## config.mk

```make
export PLATFORM = sky130hd
export DESIGN_NAME = chisq_unit_n
export DESIGN_NICKNAME = d
export VERILOG_FILES = /design/src/rtl/chisq_pkg.sv /design/src/rtl/chisq_macc.sv /design/src/rtl/chisq_unit_n.sv
export SDC_FILE = /design/constraint.sdc
export NUM_CORES = 1
export LEC_CHECK = 0
export CORE_UTILIZATION = 40
export CTS_CLUSTER_DIAMETER = 60
export DETAILED_ROUTE_END_ITERATION = 7
export PLACE_DENSITY_LB_ADDON = 0.25
export SETUP_SLACK_MARGIN = 0.05
export SLEW_MARGIN = 10
export SYNTH_ARGS = -nofsm -noshare
export SYNTH_HDL_FRONTEND = slang
export SYNTH_SLANG_ARGS = --single-unit
```

## constraint.sdc

```tcl
create_clock -name clock -period 19.6 [get_ports clock]
set_input_delay 4.9 -clock clock [delete_from_list [all_inputs] [get_ports clock]]
set_output_delay 4.9 -clock clock [all_outputs]
set_load 0.02 [all_outputs]
```

## src/rtl/chisq_pkg.sv

```systemverilog
// Shared types and width helpers for the chi-square sum-of-squares unit.
package chisq_pkg;

    // Control states of the channel issue sequencer.
    typedef enum logic [0:0] {
        ST_IDLE  = 1'b0,
        ST_ISSUE = 1'b1
    } chisq_state_e;

    // Ceiling log2 for elaboration-time width calculations.
    function automatic int clog2(input int n);
        int r;
        r = 0;
        while ((1 << r) < n) begin
            r++;
        end
        return r;
    endfunction

    // Channel index width; never narrower than one bit.
    function automatic int idx_w(input int nchi);
        return (clog2(nchi) < 1) ? 1 : clog2(nchi);
    endfunction

    // Width of an unsigned square of a residual.
    function automatic int sq_w(input int pbits);
        return 2 * pbits;
    endfunction

endpackage

```

## src/rtl/chisq_macc.sv

```systemverilog
// Squaring and accumulate back end: S2 squares one residual per cycle,
// S3 accumulates a vector with sticky overflow and saturates the result.
module chisq_macc
    import chisq_pkg::*;
#(
    parameter int PARAMETERBITS = 14,
    parameter int CHISQBITS     = 32,
    parameter int SIGNED        = 1
) (
    input  logic                     clock,
    input  logic                     reset,
    input  logic [PARAMETERBITS-1:0] operand,
    input  logic                     load,
    input  logic                     last,
    input  logic                     valid_in,
    output logic [CHISQBITS-1:0]     result,
    output logic                     overflow,
    output logic                     valid_out
);

    localparam int SQW = sq_w(PARAMETERBITS);
    localparam int AW  = CHISQBITS + 1;
    // Adder width covers squares wider than the accumulator (small CHISQBITS).
    localparam int WW  = ((CHISQBITS > SQW) ? CHISQBITS : SQW) + 1;

    // Magnitude squared; the most negative code maps to 2^(2*PARAMETERBITS-2).
    function automatic logic [SQW-1:0] square_op(input logic [PARAMETERBITS-1:0] v);
        logic signed [PARAMETERBITS-1:0] sv;
        logic        [PARAMETERBITS-1:0] mag;
        sv = $signed(v);
        if (SIGNED != 0 && sv < 0) begin
            mag = $unsigned(-sv);
        end else begin
            mag = v;
        end
        return SQW'(mag) * SQW'(mag);
    endfunction

    // All ones once the sticky overflow is set.
    function automatic logic [CHISQBITS-1:0] saturate(input logic [CHISQBITS-1:0] acc,
                                                     input logic ovf);
        return ovf ? {CHISQBITS{1'b1}} : acc;
    endfunction

    logic [SQW-1:0]       sq_p2_q, sq_p2_d;
    logic                 vld_p2_q, vld_p2_d;
    logic                 load_p2_q, load_p2_d;
    logic                 last_p2_q, last_p2_d;
    logic [AW-1:0]        acc_p3_q, acc_p3_d;
    logic                 ovf_p3_q, ovf_p3_d;
    logic [CHISQBITS-1:0] result_q, result_d;
    logic                 overflow_q, overflow_d;
    logic                 valid_q, valid_d;
    logic [WW-1:0]        base_c, sum_c;
    logic                 ovf_new_c;

    // S2: square the selected residual, carry its sideband along.
    always_comb begin
        sq_p2_d   = square_op(operand);
        vld_p2_d  = valid_in;
        load_p2_d = load;
        last_p2_d = last;
    end

    // S3: first element loads, later ones add; last element updates the output.
    always_comb begin
        base_c     = load_p2_q ? '0 : WW'(acc_p3_q);
        sum_c      = base_c + WW'(sq_p2_q);
        ovf_new_c  = (load_p2_q ? 1'b0 : ovf_p3_q) | (|(sum_c >> CHISQBITS));
        acc_p3_d   = acc_p3_q;
        ovf_p3_d   = ovf_p3_q;
        result_d   = result_q;
        overflow_d = overflow_q;
        valid_d    = vld_p2_q & last_p2_q;
        if (vld_p2_q) begin
            acc_p3_d = sum_c[AW-1:0];
            ovf_p3_d = ovf_new_c;
            if (last_p2_q) begin
                result_d   = saturate(sum_c[CHISQBITS-1:0], ovf_new_c);
                overflow_d = ovf_new_c;
            end
        end
    end

    // Control and visible outputs: cleared by reset so in-flight work is dropped.
    always_ff @(posedge clock) begin
        if (reset) begin
            vld_p2_q   <= 1'b0;
            valid_q    <= 1'b0;
            result_q   <= '0;
            overflow_q <= 1'b0;
        end else begin
            vld_p2_q   <= vld_p2_d;
            valid_q    <= valid_d;
            result_q   <= result_d;
            overflow_q <= overflow_d;
        end
    end

    // Datapath registers: qualified by the valid bits, no reset needed.
    always_ff @(posedge clock) begin
        sq_p2_q   <= sq_p2_d;
        load_p2_q <= load_p2_d;
        last_p2_q <= last_p2_d;
        acc_p3_q  <= acc_p3_d;
        ovf_p3_q  <= ovf_p3_d;
    end

    assign result    = result_q;
    assign overflow  = overflow_q;
    assign valid_out = valid_q;

endmodule

```

## src/rtl/chisq_unit_n.sv

```systemverilog
// NCHI-channel chi-square unit: captures a residual vector, serialises the
// channels through one square/accumulate path and reports a saturating sum.
module chisq_unit_n
    import chisq_pkg::*;
#(
    parameter int PARAMETERBITS = 14,
    parameter int CHISQBITS     = 32,
    parameter int NCHI          = 6,
    parameter int SIGNED        = 1
) (
    input  logic                          clock,
    input  logic                          reset,
    input  logic [NCHI*PARAMETERBITS-1:0] chi,
    input  logic [NCHI-1:0]               chi_mask,
    input  logic                          dv,
    output logic                          ready,
    output logic [CHISQBITS-1:0]          chisq,
    output logic                          chisq_valid,
    output logic                          overflow,
    output logic                          dv_drop
);

    localparam int              IW       = idx_w(NCHI);
    localparam logic [IW-1:0]   LAST_IDX = IW'(NCHI - 1);

    chisq_state_e                  state_q, state_d;
    logic [IW-1:0]                 idx_q, idx_d;
    logic                          ready_c, issue_c, accept_c;
    logic [NCHI*PARAMETERBITS-1:0] bank_q, bank_d;
    logic [NCHI-1:0]               mask_bank_q, mask_bank_d;
    logic [PARAMETERBITS-1:0]      sel_c;
    logic                          sel_en_c;
    logic [PARAMETERBITS-1:0]      mux_p1_q, mux_p1_d;
    logic                          vld_p1_q, vld_p1_d;
    logic                          load_p1_q, load_p1_d;
    logic                          last_p1_q, last_p1_d;
    logic                          dv_drop_q, dv_drop_d;

    // Issue sequencer: one channel per cycle, reopens for a new vector on the last one.
    always_comb begin
        state_d  = state_q;
        idx_d    = idx_q;
        ready_c  = 1'b0;
        issue_c  = 1'b0;
        unique case (state_q)
            ST_IDLE: begin
                ready_c = 1'b1;
                if (dv) begin
                    state_d = ST_ISSUE;
                    idx_d   = '0;
                end
            end
            ST_ISSUE: begin
                issue_c = 1'b1;
                if (idx_q == LAST_IDX) begin
                    ready_c = 1'b1;
                    idx_d   = '0;
                    if (!dv) begin
                        state_d = ST_IDLE;
                    end
                end else begin
                    idx_d = idx_q + 1'b1;
                end
            end
            default: begin
                state_d = ST_IDLE;
                idx_d   = '0;
            end
        endcase
        accept_c  = dv & ready_c;
        dv_drop_d = dv & ~ready_c;
    end

    // Holding bank load and S1 channel select; a bank write and the last
    // read share an edge, so the read still sees the previous vector.
    always_comb begin
        bank_d      = accept_c ? chi : bank_q;
        mask_bank_d = accept_c ? chi_mask : mask_bank_q;
        sel_c       = '0;
        sel_en_c    = 1'b0;
        for (int k = 0; k < NCHI; k++) begin
            if (idx_q == IW'(k)) begin
                sel_c    = bank_q[k*PARAMETERBITS +: PARAMETERBITS];
                sel_en_c = mask_bank_q[k];
            end
        end
        mux_p1_d  = sel_en_c ? sel_c : '0;
        vld_p1_d  = issue_c;
        load_p1_d = (idx_q == '0);
        last_p1_d = (idx_q == LAST_IDX);
    end

    // Control state: FSM, index, S1 valid and the drop pulse.
    always_ff @(posedge clock) begin
        if (reset) begin
            state_q   <= ST_IDLE;
            idx_q     <= '0;
            vld_p1_q  <= 1'b0;
            dv_drop_q <= 1'b0;
        end else begin
            state_q   <= state_d;
            idx_q     <= idx_d;
            vld_p1_q  <= vld_p1_d;
            dv_drop_q <= dv_drop_d;
        end
    end

    // Data registers: holding bank and S1 operand with its sideband.
    always_ff @(posedge clock) begin
        bank_q      <= bank_d;
        mask_bank_q <= mask_bank_d;
        mux_p1_q    <= mux_p1_d;
        load_p1_q   <= load_p1_d;
        last_p1_q   <= last_p1_d;
    end

    chisq_macc #(
        .PARAMETERBITS (PARAMETERBITS),
        .CHISQBITS     (CHISQBITS),
        .SIGNED        (SIGNED)
    ) u_macc (
        .clock     (clock),
        .reset     (reset),
        .operand   (mux_p1_q),
        .load      (load_p1_q),
        .last      (last_p1_q),
        .valid_in  (vld_p1_q),
        .result    (chisq),
        .overflow  (overflow),
        .valid_out (chisq_valid)
    );

    assign ready   = ready_c;
    assign dv_drop = dv_drop_q;

endmodule
```

After elaboration in Yosys (flattened, before gate mapping)
Cells that the tools add are included.
{ "totals": {"reg_bits": 211, "latch_bits": 0, "ramBits": 0, "rom_bits": 0, "in_bits": 93, "memories": 0} }
{ "op_classes": {"add_sub_neg": 3, "mul": 1, "div": 0, "magnitude_cmp": 1, "eq_ne": 6, "shift": 0, "mux": 25, "n_bitwise": 6, "reduce_logical": 2} }
{ "op_table": {"columns": ["op", "count"], "rows": [
  ["2-to-1 mux 14 bit", 7],
  ["adder 33 x 28 -> 33 bit", 1],
  ["2-to-1 mux 33 bit", 1],
  ["2-to-1 mux 32 bit", 1],
  ["multiplier 14 x 14 -> 28 bit", 1],
  ["less-than comparator 14 x 1 -> 1 bit, second input constant", 1],
  ["negation 14 bit", 1],
  ["2-to-1 mux 1 bit", 11],
  ["== test 3 x 2 -> 1 bit, second input constant", 2],
  ["== test 3 bit, second input constant", 2],
  ["2-to-1 mux 3 bit", 2],
  ["one-hot mux 3 bit (2 select lines)", 1],
  ["one-hot mux 1 bit (2 select lines)", 2],
  ["adder 3 x 1 -> 3 bit, second input constant", 1],
  ["AND 1 bit", 3],
  ["== test 3 x 1 -> 1 bit, second input constant", 1],
  ["logical NOT 3 bit", 1],
  ["inequality test 2 bit, second input constant", 1],
  ["NOT 1 bit", 2],
  ["AND reduction 2 bit", 1],
  ["bitwise OR 1 bit", 1]
]} }

Depth between registers and ports, before layout
{ "logic_depth": {"word_depth": 7, "mapped_depth": 31} }

Hierarchy
A second synthesis with hierarchy kept.
{ "unflattened": {"cells_unflattened": 1412, "area_unflattened_um2": 14765.4} }
{ "by_module_without_submodules": {"columns": ["mod", "n_inst", "cells_per_inst", "area_per_inst_um2"], "rows": [
  ["chisq_macc", 1, 1128, 10505.1],
  ["chisq_unit_n", 1, 284, 4260.3]
]} }

Worst setup path before layout
OpenSTA, ideal clock, no wires.
{ "synth_path": {"kind": "input to register", "startpoint": "input port dv", "endpoint": "register bank_q[0] (enable)", "setup_ns": 0.458, "t_arrival_ns": 6.986, "setup_slack_ns": 12.156, "cell_stages": 1, "n_path_buf": 0, "cell_sequence": "and2_1"} }
{ "synth_between": {"elab_chain_cells": 1} }
{ "synth_rtl": {"columns": ["item", "line_no", "rtl"], "rows": [
  ["start: declaration", "chisq_unit_n.sv:15", "input logic dv,"],
  ["AND 1 bit", "chisq_unit_n.sv:70", "accept_c = dv & ready_c;"],
  ["end signal: assignment", "chisq_unit_n.sv:110", "bank_q <= bank_d;"],
  ["end: declaration", "chisq_unit_n.sv:29", "logic [NCHI*PARAMETERBITS-1:0] bank_q, bank_d;"]
]} }
Every way passes these cells.
A chain may end at the register's enable or synchronous reset.

Worst setup path after layout
{ "layout_path": {"startpoint": "register mux_p1_q[0]", "endpoint": "register u_macc.sq_p2_q[27]"} }
{ "layout_between": {"elab_chain_cells": 3, "word_cells_on_any_way": 4} }
{ "layout_rtl": {"columns": ["item", "line_no", "rtl"], "rows": [
  ["start: declaration", "chisq_unit_n.sv:33", "logic [PARAMETERBITS-1:0] mux_p1_q, mux_p1_d;"],
  ["start signal: assignment", "chisq_unit_n.sv:112", "mux_p1_q <= mux_p1_d;"],
  ["negation 14 bit or less-than comparator 14 x 1 -> 1 bit (tied branches)", "chisq_macc.sv:32, chisq_macc.sv:31", null],
  ["2-to-1 mux 14 bit *", "chisq_macc.sv:31", "if (SIGNED != 0 && sv < 0) begin"],
  ["multiplier 14 x 14 -> 28 bit *", "chisq_macc.sv:36", "return SQW'(mag) * SQW'(mag);"],
  ["named net u_macc.sq_p2_d[27]", "chisq_macc.sv:45", "logic [SQW-1:0] sq_p2_q, sq_p2_d;"],
  ["end signal: assignment", "chisq_macc.sv:102", "sq_p2_q <= sq_p2_d;"],
  ["end: declaration", "chisq_macc.sv:45", null]
]} }
Mark *: on every way through the listed nets, which the timed path passes. The rest lies on a longest branch.

==> impl_metrics.tcl <==
set metrics [dict create \
    gr-total-overflow 0 \
    finClkSkew_ps 33.81 \
    syn-mean-instance-area_um2 10.29 \
    fin_crit_ps 8388 \
    critPathCaptureType "register" \
    synth-edff-count 124 \
    antenna_found_initial 0 \
    drcViolationCount 0 \
    drt-pass1-iter-count 5 \
    crit_path_max_incr_delay_ps 820 \
    ant_nets 0 \
    grt_pass1_vias 10310 \
    synth_seq_cells 210 \
    syn_area_um2 14350 \
    grt_max_degree 91 \
    clock_sinks 210 \
    cts_made_buffers 24 \
    path_max_fanout 11 \
    slowest_stage "xnor2_1" \
    maxCapViolations 0 \
    cts_tree "built" \
    vias_per_cell 5.058 \
    clk_path_buf_depth 3 \
    postCtsResizedCells 0 \
    die_width_um 191.4 \
    multi_input_area_um2 8059 \
    crit_type "reg -> reg" \
    tns_ps 0 \
    synth_top_area_share_pct 25.94 \
    synth_common_cells "inv_1 (187), nor2_1 (169), edfxtp_1 (124)" \
    drv_slew 0 \
    nNetsFinal 1850 \
    required_ps 19990 \
    fmax_ghz 0.1192 \
    async_flop_share_pct 0 \
    start_util_pct 40.55 \
    relSlewSlack_pct 22.25 \
    path_common_cell "fa_1" \
    dpl.hpwl_um 25170 \
    min-delay-path-class "reg -> reg" \
    path_cells "or3_4 -> or4_4 -> o31a_2 -> xnor2_1 -> inv_1 -> nand2_1 -> fa_1 -> inv_1 -> fa_1 -> fa_1 -> fa_1 -> fa_1 -> ha_1 -> ha_1 -> a21oi_1 -> o21ai_0 -> or2_2 -> a211oi_1 -> nor3_1 -> o41ai_1 -> o211ai_1" \
    boundaryPins 129 \
    seq_area_frac_synth_pct 37.94 \
    synth_area_leader_cell "edfxtp_1" \
    status "completed" \
    totalWireLength_um 32550 \
    cts_root_buffer "clkbuf_16" \
    wl_per_cell_um 16.25 \
    p_leak_nw 7.338 \
    clk_latency_ps 530 \
    start_kind "register" \
    path_buf_inv 2 \
    ctsHtreeMaxLevel 1 \
    regArea_um2 5445 \
    num_antenna_cells 0 \
    core_area_um2 35400 \
    area_growth_pct 18.16 \
    worst_slew_pin_slew_ps 1163 \
    num_rows 69 \
    grtUsageTotal_pct 18.25 \
    post_cts_buffers 0 \
    io_buffer_count 128 \
    ys_warn_count 0 \
    die_area_um2 36640 \
    critPathTopFamily "adder cells" \
    post-route-util_pct 47.91 \
    synthFlopType "edfxtp_1" \
    irDropWorstVdd_mv 0.1452 \
    gp_congestion 0.9092 \
    rsz0062_at_grt "no" \
    synth.distinct_cells 76 \
    grt_pass1_wl_um 52500 \
    hold_violations 0 \
    finalCritPeriodShare_pct 42.80 \
    vias 10130 \
    setup_violations 0 \
    cts.hold.buffers_added 0 \
    synth.most_common_cell "inv_1" \
    synthCells 1395 \
    synthTopCellsByArea "edfxtp_1 (26%), fa_1 (16%), dfxtp_1 (12%)" \
    drtIter0Drc 691 \
    drive_gt1_share_pct 4.799 \
    p_per_area_nw_per_um2 148.6 \
    fp.dieH_um 191.4 \
    arrival_ps 8780 \
    clk_pin_slew_worst_paths_ps 60 \
    fillers 3242 \
]
## sequential cells by signal, indices dropped and copies added, names as in the netlist
name / flops
bank_q: 84
u_macc.ovf_p3_q: 1
state_q: 1
u_macc.acc_p3_q: 33
u_macc.last_p2_q: 1
u_macc.sq_p2_q: 27
idx_q: 3
u_macc.vld_p2_q: 1
u_macc.overflow: 1
mask_bank_q: 6
last_p1_q: 1
mux_p1_q: 14
u_macc.result: 32
load_p1_q: 1
dv_drop: 1
u_macc.valid_out: 1
vld_p1_q: 1
u_macc.load_p2_q: 1
## per-layer routing
| layer | share of wire [%] | GRT usage [%] | vias up |
|---|---|---|---|
| met5 | 0 | 0 | - |
| met3 | 5.1 | 2.937 | 43 |
| met4 | 2.0 | 3.907 | 0 |
| met1 | 44 | 24.05 | 4860 |
| met2 | 49 | 31.41 | 245 |
| li1 | - | - | 4983 |
## report_power, final
group	internal (mW)	switching, mW	leakage (nW)
logic	0.614	0.879	5.06
registers	0.544	0.0237	1.88
clock network	0.275	0.184	0.400
total	1.43	1.09	7.34
## final timing paths
path	slack, ps	cells past startpoint	from	to
worst max-delay path	11210	21	mux_p1_q[0]	u_macc.sq_p2_q[27]
worst min-delay path	330	0	last_p1_q	u_macc.last_p2_q
worst max register to register	11210	21	mux_p1_q[0]	u_macc.sq_p2_q[27]
worst min register to register	330	0	last_p1_q	u_macc.last_p2_q
## metrics by stage
step	area, um2	hold slack, ps	std cells	power (mW)	worst slack, ps
after floorplan	14380	309.6	1403	1.697	12160
after global placement	16140	311.1	1959	2.055	11470
after detailed placement	16140	312.1	1959	2.068	11280
after CTS	16960	326.2	2003	2.553	11250
after global routing	16960	329.7	2003	2.766	10680
final	16960	326.2	2003	2.520	11210
## layout make-up
class,instances,share of cell area (%)
clock buffer,34,4.058
clock inverter,10,0.7747
inverter,193,4.272
multi-input combinational,960,47.52
sequential,210,32.11
tap,461,3.401
timing repair buffer,135,7.865
## cell families after synthesis
| logic type | count (synthesis) | share of synthesized area, % |
|---|---|---|
| buf+inv | 233 | 6.172 |
| mux | 21 | 1.473 |
| compound gates | 248 | 11.73 |
| fa+ha+maj | 233 | 26.38 |
| xor+xnor | 68 | 4.254 |
| simple gates | 380 | 12.00 |
| flops | 210 | 37.94 |
| other cells | 2 | 0.05233 |
## layout by cell type, fill, tap and decap left out, drive strengths merged, types with 22 or more instances in the layout
cell type / synthesis / routed
xor2: 22 / 22
dfxtp: 86 / 86
inv: 188 / 192
nor2b: 39 / 39
nand2: 103 / 103
clkbuf: 34 / 34
clkdlybuf4s50: 0 / 128
a211oi: 42 / 42
ha: 117 / 117
nor2: 169 / 169
edfxtp: 124 / 124
fa: 116 / 116
xnor2: 46 / 46
a21oi: 66 / 66
o21ai: 42 / 42
(Power assumes the default switching activity.)
